### config.mk
export PLATFORM = sky130hd
export DESIGN_NAME = lsu_ctrl
export DESIGN_NICKNAME = d
export VERILOG_FILES = /design/src/rtl/lsu_ctrl.sv
export SDC_FILE = /design/constraint.sdc
export NUM_CORES = 1
export LEC_CHECK = 0
export CAP_MARGIN = 20
export CORE_ASPECT_RATIO = 0.6
export CORE_UTILIZATION = 30
export CTS_CLUSTER_SIZE = 28
export DETAILED_ROUTE_END_ITERATION = 8
export SYNTH_ARGS = -nofsm -noshare
export SYNTH_HDL_FRONTEND = slang
export SYNTH_SLANG_ARGS = --single-unit
### constraint.sdc
create_clock -name clk -period 8.05 [get_ports clk]
set_clock_uncertainty 0.15 [all_clocks]
set_input_delay 0.805 -clock clk [delete_from_list [all_inputs] [get_ports clk]]
set_output_delay 0.805 -clock clk [all_outputs]
set_load 0.02 [all_outputs]
### src/rtl/lsu_ctrl.sv
`default_nettype none
// ============================================================================
// Module      : lsu_ctrl
// Description : Load/store unit sitting after the ALU. Issues one data-memory
//               transaction per request over a valid/ready bus, extracts and
//               sign/zero-extends load lanes, builds store byte enables and
//               lane-replicated write data, and reports misaligned, illegal
//               and bus-timeout errors.
// Ports       : clk, reset (async, active-high)
//               start/is_load/is_store/funct3/addr/wdata : request from core
//               mem_req/mem_we/mem_addr/mem_wdata/mem_be  : bus request
//               mem_ready/mem_rdata                       : bus response
//               busy/done/rdata/err/err_code              : status to core
// Revision    : 1.0 - initial release
// ============================================================================
module lsu_ctrl #(
    parameter int XLEN    = 32,
    parameter int TIMEOUT = 255,
    parameter int TW      = 8
) (
    input  logic            clk,
    input  logic            reset,
    input  logic            start,
    input  logic            is_load,
    input  logic            is_store,
    input  logic [2:0]      funct3,
    input  logic [XLEN-1:0] addr,
    input  logic [XLEN-1:0] wdata,
    output logic            mem_req,
    output logic            mem_we,
    output logic [XLEN-1:0] mem_addr,
    output logic [XLEN-1:0] mem_wdata,
    output logic [3:0]      mem_be,
    input  logic            mem_ready,
    input  logic [XLEN-1:0] mem_rdata,
    output logic            busy,
    output logic            done,
    output logic [XLEN-1:0] rdata,
    output logic            err,
    output logic [1:0]      err_code
);

    typedef enum logic [1:0] {
        S_IDLE = 2'd0,
        S_REQ  = 2'd1,
        S_DONE = 2'd2,
        S_ERR  = 2'd3
    } state_t;

    localparam logic [1:0] c_ERR_MISALIGN = 2'b01;
    localparam logic [1:0] c_ERR_ILLEGAL  = 2'b10;
    localparam logic [1:0] c_ERR_TIMEOUT  = 2'b11;

    state_t          r_state;
    logic [2:0]      r_f3;
    logic [1:0]      r_off;
    logic [TW-1:0]   r_cnt;

    // ------------------------------------------------------------------
    // Request decode (only meaningful in IDLE)
    // ------------------------------------------------------------------
    logic            w_legal_load;
    logic            w_legal_store;
    logic            w_illegal;
    logic            w_misalign;
    logic [3:0]      w_be;
    logic [XLEN-1:0] w_wdata;

    always_comb begin
        w_legal_load  = (funct3 == 3'b000) || (funct3 == 3'b001) ||
                        (funct3 == 3'b010) || (funct3 == 3'b100) ||
                        (funct3 == 3'b101);
        w_legal_store = (funct3 == 3'b000) || (funct3 == 3'b001) ||
                        (funct3 == 3'b010);
        w_illegal     = (is_load && is_store) ||
                        (is_load && !w_legal_load) ||
                        (is_store && !w_legal_store);
        // funct3[1:0] encodes the access size for every legal opcode;
        // illegal encodings are filtered first, so any value seen here is fine.
        w_misalign    = ((funct3[1:0] == 2'b01) && addr[0]) ||
                        ((funct3[1:0] == 2'b10) && (addr[1:0] != 2'b00));

        w_be    = 4'b1111;
        w_wdata = wdata;
        if (is_store) begin
            case (funct3[1:0])
                2'b00: begin
                    w_be    = 4'b0001 << addr[1:0];
                    w_wdata = {4{wdata[7:0]}};
                end
                2'b01: begin
                    w_be    = addr[1] ? 4'b1100 : 4'b0011;
                    w_wdata = {2{wdata[15:0]}};
                end
                default: begin
                    w_be    = 4'b1111;
                    w_wdata = wdata;
                end
            endcase
        end
    end

    // ------------------------------------------------------------------
    // Load lane extraction from the latched offset and funct3
    // ------------------------------------------------------------------
    logic [7:0]      w_byte;
    logic [15:0]     w_half;
    logic [XLEN-1:0] w_load_val;

    always_comb begin
        case (r_off)
            2'd0:    w_byte = mem_rdata[7:0];
            2'd1:    w_byte = mem_rdata[15:8];
            2'd2:    w_byte = mem_rdata[23:16];
            default: w_byte = mem_rdata[31:24];
        endcase
        w_half = r_off[1] ? mem_rdata[31:16] : mem_rdata[15:0];

        case (r_f3)
            3'b000:  w_load_val = {{(XLEN-8){w_byte[7]}}, w_byte};
            3'b001:  w_load_val = {{(XLEN-16){w_half[15]}}, w_half};
            3'b100:  w_load_val = {{(XLEN-8){1'b0}}, w_byte};
            3'b101:  w_load_val = {{(XLEN-16){1'b0}}, w_half};
            default: w_load_val = mem_rdata;
        endcase
    end

    logic [TW-1:0] w_cnt_next;
    assign w_cnt_next = r_cnt + TW'(1);

    // ------------------------------------------------------------------
    // Control FSM with registered outputs
    // ------------------------------------------------------------------
    always_ff @(posedge clk or posedge reset) begin
        if (reset) begin
            r_state   <= S_IDLE;
            r_f3      <= 3'b000;
            r_off     <= 2'b00;
            r_cnt     <= '0;
            mem_req   <= 1'b0;
            mem_we    <= 1'b0;
            mem_addr  <= '0;
            mem_wdata <= '0;
            mem_be    <= 4'b0000;
            busy      <= 1'b0;
            done      <= 1'b0;
            err       <= 1'b0;
            err_code  <= 2'b00;
            rdata     <= '0;
        end else begin
            done <= 1'b0;
            err  <= 1'b0;
            case (r_state)
                S_IDLE: begin
                    if (start && (is_load || is_store)) begin
                        busy <= 1'b1;
                        if (w_illegal) begin
                            r_state  <= S_ERR;
                            err      <= 1'b1;
                            err_code <= c_ERR_ILLEGAL;
                        end else if (w_misalign) begin
                            r_state  <= S_ERR;
                            err      <= 1'b1;
                            err_code <= c_ERR_MISALIGN;
                        end else begin
                            r_state   <= S_REQ;
                            mem_req   <= 1'b1;
                            mem_we    <= is_store;
                            mem_addr  <= {addr[XLEN-1:2], 2'b00};
                            mem_be    <= w_be;
                            mem_wdata <= w_wdata;
                            r_f3      <= funct3;
                            r_off     <= addr[1:0];
                            r_cnt     <= '0;
                        end
                    end
                end
                S_REQ: begin
                    // Completion is checked first so a ready arriving on the
                    // final allowed cycle still finishes the transaction.
                    if (mem_ready) begin
                        mem_req <= 1'b0;
                        r_state <= S_DONE;
                        done    <= 1'b1;
                        if (!mem_we) begin
                            rdata <= w_load_val;
                        end
                    end else begin
                        r_cnt <= w_cnt_next;
                        if (w_cnt_next == TW'(TIMEOUT)) begin
                            mem_req  <= 1'b0;
                            r_state  <= S_ERR;
                            err      <= 1'b1;
                            err_code <= c_ERR_TIMEOUT;
                        end
                    end
                end
                S_DONE: begin
                    r_state <= S_IDLE;
                    busy    <= 1'b0;
                end
                S_ERR: begin
                    r_state <= S_IDLE;
                    busy    <= 1'b0;
                end
                default: begin
                    r_state <= S_IDLE;
                    busy    <= 1'b0;
                end
            endcase
        end
    end

endmodule
`default_nettype wire

==> key figures <==
Run status
  • Status: complete, no violations

Cells and area
  • Final Util: 46.6%
  • Share of final-layout standard cells stronger than drive strength 1: 10.1%
  • Most used cells in the layout excluding fill and tap cells: sky130_fd_sc_hd__clkdlybuf4s50_1, sky130_fd_sc_hd__dfrtp_1, sky130_fd_sc_hd__nand2_1, sky130_fd_sc_hd__o21ai_0, sky130_fd_sc_hd__mux2_1
  • Most frequent standard cell in the layout excluding fill and tap cells: sky130_fd_sc_hd__clkdlybuf4s50_1
  • Antenna cells: 0
  • Total number of nets in the final design: 840
  • Fill cell total of the finished layout: approximately 1700
  • Synthesis-to-finish area growth: 51.0%
  • Area occupied by multi-input gates: about 2400 sq um
  • Sequential Area: between 3000 and 4000 sq um
  • Finished Layout Cells: 986
  • Area of all placed cells without fillers: 8480 sq um

GRT
  • Global-route wire length before repair: 25.7 mm
  • Maximum number of pins on one net before global-route repair: 83
  • Global route overflow: 0
  • Via count of the first global-routing pass: 4761
  • Overall Global Routing Usage: between 15 and 20%
  • Number of antenna violations at the first check in global routing: 0

Worst setup path
  • Critical path class: primary input to register
  • Delay contributed by the slowest stage of the critical path: 0.77 ns
  • Reg2Reg Depth: 4
  • Worst Path Arrival: 3.55 ns
  • Critical path destination: mem_addr[8]
  • Critical Path Most Common Cell: sky130_fd_sc_hd__buf_4
  • CP Launch Type: primary input
  • Library cell contributing the largest single delay on the critical path: sky130_fd_sc_hd__buf_4
  • CP Launch Point: funct3[0]
  • Critical-path cell list: clkdlybuf4s50_1 > buf_4 > o211ai_1 > nand3_1 > nor4_4 > buf_4 > mux2_1
  • Required time at the worst-slack endpoint: a little over 8 ns
  • Type of destination of the critical path: register
  • Worst r2r src: r_state[0]
  • Reg-to-reg slack, setup: 5.26 ns
  • Largest fanout on the critical path: 82
  • Reg-to-reg endpoint: mem_addr[8]

Clocking
  • Insertion delay to the later sink of the worst-skew pair: about 0.40 ns
  • Buffer depth of the longest clock path: 2
  • CTS buffer count: 17
  • Count of clock tree sinks: 120
  • Hold-fix buffers at CTS: 0
  • TritonCTS clock tree: built
  • Post-cts resize count: 0
  • Cell chosen for the clock root: sky130_fd_sc_hd__clkbuf_16
  • CTS clk-pin slew, worst paths: about 0.06 ns
  • CTS H-tree depth: 4
  • Number of buffers inserted to repair setup after CTS: 0

Detailed routing
  • Routed wire per std cell: 16.7 microns
  • Count of TritonRoute iterations in the first routing pass: 7
  • Vias: 4769
  • Number of DRC markers in iteration 0: 313
  • Drc violations: 0
  • Detailed-route wire length: around 16 mm
  • Antenna viol nets, final: 0
  • Number of vias per cell: between 4 and 5

Synthesis
  • Yosys cell types: just under 50
  • Yosys warnings: 0
  • Async SR Flop Fraction: 100%
  • Ys flop type: sky130_fd_sc_hd__dfrtp_1
  • Post-synth top area share: 53.4%
  • Cell type with the largest total area after synthesis: sky130_fd_sc_hd__dfrtp_1
  • Fraction of the yosys area taken by sequential cells: a little over half
  • Post-synthesis cell area: 5620 sq um
  • Flops & latches, synth: 120
  • Number of enable-type register cells in the synthesized netlist: 0
  • Synth Instances: 531
  • Ranking of synthesized cells by area: sky130_fd_sc_hd__dfrtp_1, sky130_fd_sc_hd__mux2_1, sky130_fd_sc_hd__nand2_1, sky130_fd_sc_hd__mux2_2, sky130_fd_sc_hd__o21ai_0
  • Post-synthesis area per instance: approximately 11 sq um

Floorplan
  • I/O pin count: roughly 210
  • Chip height: 108 microns
  • Chip Width: between 150 and 200 microns
  • Cell Rows: 38
  • Die outline area: just under 20000 sq um
  • Initial Utilization: 30.9%
  • Placeable core region: roughly 18000 sq um

STA
  • Maximum achievable frequency: ~290 MHz
  • RSZ-0062 raised after global routing: no
  • Final setup viols: 0
  • Final Hold Vio Count: 0
  • Post-layout min period: 3.42 ns
  • Number of max-slew violations in the final report: 0
  • Setup WS post-layout: approximately 4.6 ns
  • Worst slew pin tran: 0.910 ns
  • Remaining max-slew budget at the tightest pin: 39.3%
  • Setup TNS: 0 ns
  • Period utilisation layout: 42.5%
  • Worst hold slack: 0.332 ns

Place
  • Number of placed instances, taps included: 953
  • Final weighted congestion in routability-driven placement: 0.814
  • Half-perimeter wire length of the detailed placement result: 11.9 mm
  • Post-place setup slack: 3.65 ns
  • Total cell area at the placement stage: between 7000 and 8000 sq um
  • Count of input and output buffers: 209

Flow run
  • Max-cap viol count: 0

Power
  • Peak supply drop: 0.170 mV
  • Overall power consumption: 3.31 mW
  • Leakage dissipation: 3.59 nW
  • Part of the total power dissipated in combinational logic: 44.3%
  • Design internal power: just over 2 mW
  • Net switching fraction of the power: a little under two fifths
  • Total net switching power: about 1.2 mW
  • Relative contribution of sequential cells to total power: 33.2%
  • PD cells: roughly 390 nW/um^2
  • Clk network pwr share: 22.5%

Min path
  • Path category of the worst min-delay check: register to register
[power groups by stage]
stage               sequential (mW)  clock (mW)  combinational [mW]
floorplan                      1.35           0               0.497
global placement               1.09           0                1.46
detailed placement             1.11           0                1.47
CTS                            1.10       0.763                1.48
global route                   1.14       0.795                1.58
finish                         1.10       0.743                1.47
[layout make-up]
class                   count  area share (%)
clock buffers              20            5.26
clock inverters            12            1.50
inverters                  19           0.870
multi-input cells         359            28.1
flip-flops and latches    120            35.4
well taps                 240            3.54
repair buffers            216            25.3
[cell families after synthesis]
logic type	Yosys count	synth area share, %
AND/OR/NAND/NOR	156	13.5
multiplexers	75	14.8
flip-flops	120	53.4
adder cells (fa/ha/maj)	2	0.445
AO/OA/AOI/OAI	119	12.7
other	1	0.0667
XOR/XNOR	5	0.779
buffers and inverters	53	4.23
[Yosys cell counts (all sizes together) (3+ instances only)]
cell	n
nand3	39
inv	19
nand2b	6
mux2	54
o211ai	12
mux2i	20
a21oi	28
o22ai	9
nor2	26
nor3	11
buf	14
xor2	3
nor2b	6
clkbuf	20
o21ai	43
nand2	62
a31oi	10
dfrtp	120
[worst min path at each step]
stage | from | to | slack [ns] | cells after the start
floorplan | r_state[1] | busy | 0.33 | 1
global placement | rdata[2] | rdata[2] | 0.31 | 2
detailed placement | rdata[6] | rdata[6] | 0.32 | 2
CTS | rdata[6] | rdata[6] | 0.33 | 2
global route | rdata[0] | rdata[0] | 0.35 | 2
finish | rdata[5] | rdata[5] | 0.33 | 2
[metal layers]
metal	global-route usage, %	wire, microns	vias to the layer above
met2	26.0	7100	164
met1	24.3	7940	2312
met3	5.49	1320	8
li1	-	-	2285
met4	3.63	80	0
met5	0	0	-
[flip-flops by register name (all words and copies together) (netlist names), 3 cells and up]
register and cells:
mem_addr 30, mem_be 4, rdata 32, mem_wdata 32, r_cnt 8, r_f3 3
[worst max-delay path: cells and delay by family]
kind,cells,cell delay [ns]
compound gates,1,0.11
simple gates,2,0.77
mux,1,0.40
buf+inv,3,1.39
(Power assumes the default switching activity.)
